**config.mk**
```make
export PLATFORM = sky130hd
export DESIGN_NAME = status_register_unit
export DESIGN_NICKNAME = d
export VERILOG_FILES = /design/src/rtl/status_register_unit.sv
export SDC_FILE = /design/constraint.sdc
export NUM_CORES = 1
export LEC_CHECK = 0
export BUFFER_PORTS_ARGS = -buffer_cell sky130_fd_sc_hd__buf_4
export CORE_AREA = 3 3 45 47
export DETAILED_ROUTE_END_ITERATION = 12
export DIE_AREA = 0 0 48 50
export GPL_ROUTABILITY_DRIVEN = 0
export GPL_TIMING_DRIVEN = 0
export PLACE_DENSITY = 0.72
export SYNTH_ARGS = -nofsm -noshare
export SYNTH_HDL_FRONTEND = slang
export SYNTH_SLANG_ARGS = --single-unit
export TNS_END_PERCENT = 50
```
**constraint.sdc**
```tcl
create_clock -name clk -period 1.1 [get_ports clk]
set_input_delay 0 -clock clk [delete_from_list [all_inputs] [get_ports clk]]
set_output_delay 0 -clock clk [all_outputs]
set_load 0.005 [all_outputs]
```
**src/rtl/status_register_unit.sv**
```systemverilog
// Status register producer: builds NZCV from the EXE-stage ALU result, commits it on
// S-bit instructions, and tracks in-flight flag-setting instructions for decode stalls.
module status_register_unit #(
    parameter int unsigned DATA_W       = 32,
    parameter int unsigned STAT_W       = 4,
    parameter int unsigned MAX_INFLIGHT = 3,
    parameter int unsigned CNT_W        = 2
) (
    input  logic              clk,
    input  logic              rst,
    input  logic              freeze,
    input  logic              flush,
    input  logic              issue_s,
    input  logic              exe_valid,
    input  logic              exe_s,
    input  logic              exe_logic,
    input  logic [DATA_W-1:0] alu_res,
    input  logic              alu_c,
    input  logic              alu_v,
    output logic [STAT_W-1:0] stat_reg,
    output logic [STAT_W-1:0] stat_next,
    output logic [CNT_W-1:0]  inflight,
    output logic              flags_busy,
    output logic              issue_block,
    output logic              err
);

    // Bit positions inside the status word, {Z, C, N, V} MSB first.
    localparam int unsigned BIT_Z = 3;
    localparam int unsigned BIT_C = 2;
    localparam int unsigned BIT_N = 1;
    localparam int unsigned BIT_V = 0;

    logic [STAT_W-1:0] stat_q, stat_d;
    logic [CNT_W-1:0]  inflight_q, inflight_d;
    logic              err_q, err_d;

    logic commit;
    logic flag_z, flag_c, flag_n, flag_v;
    logic cnt_busy, cnt_full;
    logic inc, dec;

    // Flag generation and status commit; logical ops keep the architectural C and V.
    always_comb begin
        commit = exe_valid & exe_s & ~freeze;
        flag_n = alu_res[DATA_W-1];
        flag_z = (alu_res == '0);
        flag_c = exe_logic ? stat_q[BIT_C] : alu_c;
        flag_v = exe_logic ? stat_q[BIT_V] : alu_v;

        stat_d = stat_q;
        if (commit) begin
            stat_d[BIT_Z] = flag_z;
            stat_d[BIT_C] = flag_c;
            stat_d[BIT_N] = flag_n;
            stat_d[BIT_V] = flag_v;
        end
    end

    // In-flight counter and sticky error; flush zeroes the count after the EXE commit.
    always_comb begin
        cnt_busy   = (inflight_q != '0);
        cnt_full   = (inflight_q == CNT_W'(MAX_INFLIGHT));
        inc        = issue_s & ~cnt_full & ~flush;
        dec        = commit & cnt_busy;
        inflight_d = inflight_q;
        err_d      = err_q;

        if (!freeze) begin
            if (flush) begin
                inflight_d = '0;
            end else if (inc && !dec) begin
                inflight_d = inflight_q + CNT_W'(1);
            end else if (dec && !inc) begin
                inflight_d = inflight_q - CNT_W'(1);
            end

            if (commit && !cnt_busy) begin
                err_d = 1'b1;
            end
            if (issue_s && cnt_full && !flush) begin
                err_d = 1'b1;
            end
        end
    end

    always_ff @(posedge clk or posedge rst) begin
        if (rst) begin
            stat_q     <= '0;
            inflight_q <= '0;
            err_q      <= 1'b0;
        end else begin
            stat_q     <= stat_d;
            inflight_q <= inflight_d;
            err_q      <= err_d;
        end
    end

    // Bypass is forced to zero during reset so a pending commit cannot leak through.
    always_comb begin
        stat_next   = rst ? '0 : stat_d;
        stat_reg    = stat_q;
        inflight    = inflight_q;
        flags_busy  = cnt_busy;
        issue_block = cnt_full;
        err         = err_q;
    end

endmodule

```
==> run_results.csv <==
group,metric,value,unit
logic_synthesis,synth_seq_cells,7,
die,rows,15,
die,die_h,50,um
sta,rsz0062_at_grt,"yes",
job,maxCapViolCount,0,
layout,final_area,0.00111,mm2
critical_path,worst_setup_path_end_kind,"register",
place,place.detailed.hpwl,1370,um
place,place_area,915,um2
place,port_buffers,54,
logic_synthesis,synth_area,487,um2
sta,worst_slack,-0.159,ns
layout,synthToLayoutAreaGrowth,127,%
logic_synthesis,syn_nets,94,
logic_synthesis,synthCells,52,
layout,layout.nets,162,
layout,largest_reg_flops,4,
global_routing,grt_start_max_net_pins,11,
route,drtAntennaViolNets,0,
global_routing,overflow,0,
hold_path,hold_class,"in -> reg",
layout,antenna_cells,0,
sta,fin_crit,1.26,ns
die,start_util,0.288,
cts,clock_latency,0.25,ns
logic_synthesis,syn_avg_cell_area,9.36,um2
global_routing,grt_pass1_vias,670,
cts,cts_max_level,1,
cts,numCtsBuffers,3,
sta,drv_slew,0,
pwr,report.power.total,0.00142,W
sta,fin_skew,0.00642,ns
sta,hold_violations,0,
sta,setup_violations,6,
cts,cts_tree,"built",
die,dieArea,0.00240,mm2
global_routing,antenna_found_initial,0,
critical_path,crit_arrival,1.43,ns
critical_path,critical_path_class,"reg -> reg",
cts,clkTransAtPathRegs,0.06,ns
route,drt_pre_antenna_iters,4,
route,drc,0,
logic_synthesis,yosysUniqueCellTypes,23,
die,die_x,48,um
sta,finalCritPeriodShare,1.14,
global_routing,track_usage,0.152,
sta,worst_slew_pin_slew,0.323,ns
outcome,run_status,"finished, violations left",
pwr,ir_worst_vdd,1.09,mV
pwr,leakagePower,0.539,nW
cts,ctsRootBufferMaster,"clkbuf_4",
critical_path,start_kind,"register",
global_routing,grt_pass1_wl,2710,um
sta,slew_headroom,0.784,
route,via_count,672,
sta,max_freq,794,MHz
pwr,power_density,1280,mW/mm2
critical_path,critPathMaxFanout,7,
die,core,0.00169,mm2
layout,final_util,0.655,
die,io_pins,55,
outcome,violations,"negative setup slack",
logic_synthesis,yosysWarnings,0,
layout,drive_above_1_share,0.714,
route,viasPerCell,4.94,
logic_synthesis,yosysSeqAreaShare,0.360,
critical_path,crit_required,1.27,ns
sta,fin_tns_setup,-0.470,ns
cts,clock_path_buffers,2,
route,routed_wl,1870,um
route,dr.first_iter.drc_count,8,
cts,cts_sinks,7,
route,wl_per_cell,13.8,um
cts,cts_hold_buf,2,
## cell type report
class,count,area [um2]
plain buffers,1,11.3
clock buffers,4,26.3
fillers,156,583
inverters,2,7.51
multi-input cells,42,369
flip-flops and latches,7,178
well taps,17,21.3
repair buffers,63,493
## synth_stat cells
master    count  area, um2
nor2_1        2       7.51
or4_4         1       11.3
or2_2         1       6.26
o31ai_1       1       7.51
inv_1         2       7.51
and2_1        5       31.3
mux2_2        3       33.8
o221ai_1      1       8.76
and2b_1       1       7.51
nor3b_1       1       7.51
o22ai_1       1       6.26
dfrtp_1       7        175
o211ai_2      1       12.5
nand4_1       2       12.5
and3_1        1       6.26
a21oi_1       2       10.0
nand3b_4      1       20.0
o22a_1        1       8.76
nand2_1       5       18.8
buf_6         1       11.3
nor4_1        9       56.3
o21bai_1      1       7.51
nand2b_1      2       12.5
## cells by family (layout without fill, tap and decap cells)
logic type / count (synthesis) / in the layout / synth area share
compound gates: 8 / 8 / 0.126
mux: 3 / 3 / 0.0694
flops: 7 / 7 / 0.360
buf+inv: 3 / 70 / 0.0386
simple gates: 31 / 31 / 0.406
## power by group
group / switching (W) / total, W / internal [W]
clock network: 0.0000953 / 0.000234 / 0.000139
registers: 0.0000836 / 0.000417 / 0.000334
logic: 0.000254 / 0.000769 / 0.000516
total: 0.000433 / 0.00142 / 0.000988
## metrics by stage
stage / hold WS [ns] / setup slack, ns / instances
3_3_place_gp: -0.0242 / -0.174 / 123
4_1_cts: -0.00115 / -0.157 / 134
6_report: 0.00318 / -0.159 / 136
3_5_place_dp: -0.0267 / -0.192 / 123
5_1_grt: -0.00127 / -0.207 / 136
2_1_floorplan: -0.177 / -0.137 / 52
## worst paths after layout
path	start	endpoint	slack (ns)	depth (start not counted)
max in group asynchronous	rst	inflight[0]	0.49	3
min in group asynchronous	rst	stat_reg[1]	0.35	3
worst max register to register	inflight[0]	inflight[0]	-0.16	3
worst min register to register	err	err	0.47	1
worst max-delay path	inflight[0]	inflight[0]	-0.16	3
worst min-delay path	alu_v	stat_reg[0]	0.003	2
## layer usage
metal | part of all wire | up-vias | global-route usage
met5 | 0 | - | 0
met4 | 0 | 0 | 0.0493
met3 | 0.053 | 0 | 0.0438
met2 | 0.55 | 24 | 0.244
met1 | 0.40 | 314 | 0.188
li1 | - | 334 | -
## timing repair
item / 4_1_cts / 5_1_grt
endpoints found under the hold margin: 9 / 1
buffers inserted: 5 / 2
pin swaps: 2 / 4
resized for setup: 13 / 8
setup endpoints to repair: 7 / 7
## critical path, stage by stage (launching register included)
cell and delay, ns:
dfrtp_2 0.44, and3_4 0.16, or4_4 0.51, o211ai_2 0.07
## cell usage in the layout, fill, tap and decap left out, types with 2 or more instances in the layout
cell / Yosys / routed
a21oi_1: 2 / 2
buf_6: 1 / 5
nor4_1: 9 / 4
inv_1: 2 / 2
nand2b_1: 2 / 2
and2_4: 0 / 3
nor4_2: 0 / 4
mux2_4: 0 / 3
and2_1: 5 / 2
nand2_1: 5 / 5
dlygate4sd3_1: 0 / 2
clkbuf_4: 0 / 3
dfrtp_2: 0 / 2
dfrtp_1: 7 / 5
buf_4: 0 / 57
nand4_1: 2 / 2
(Power assumes the default switching activity.)
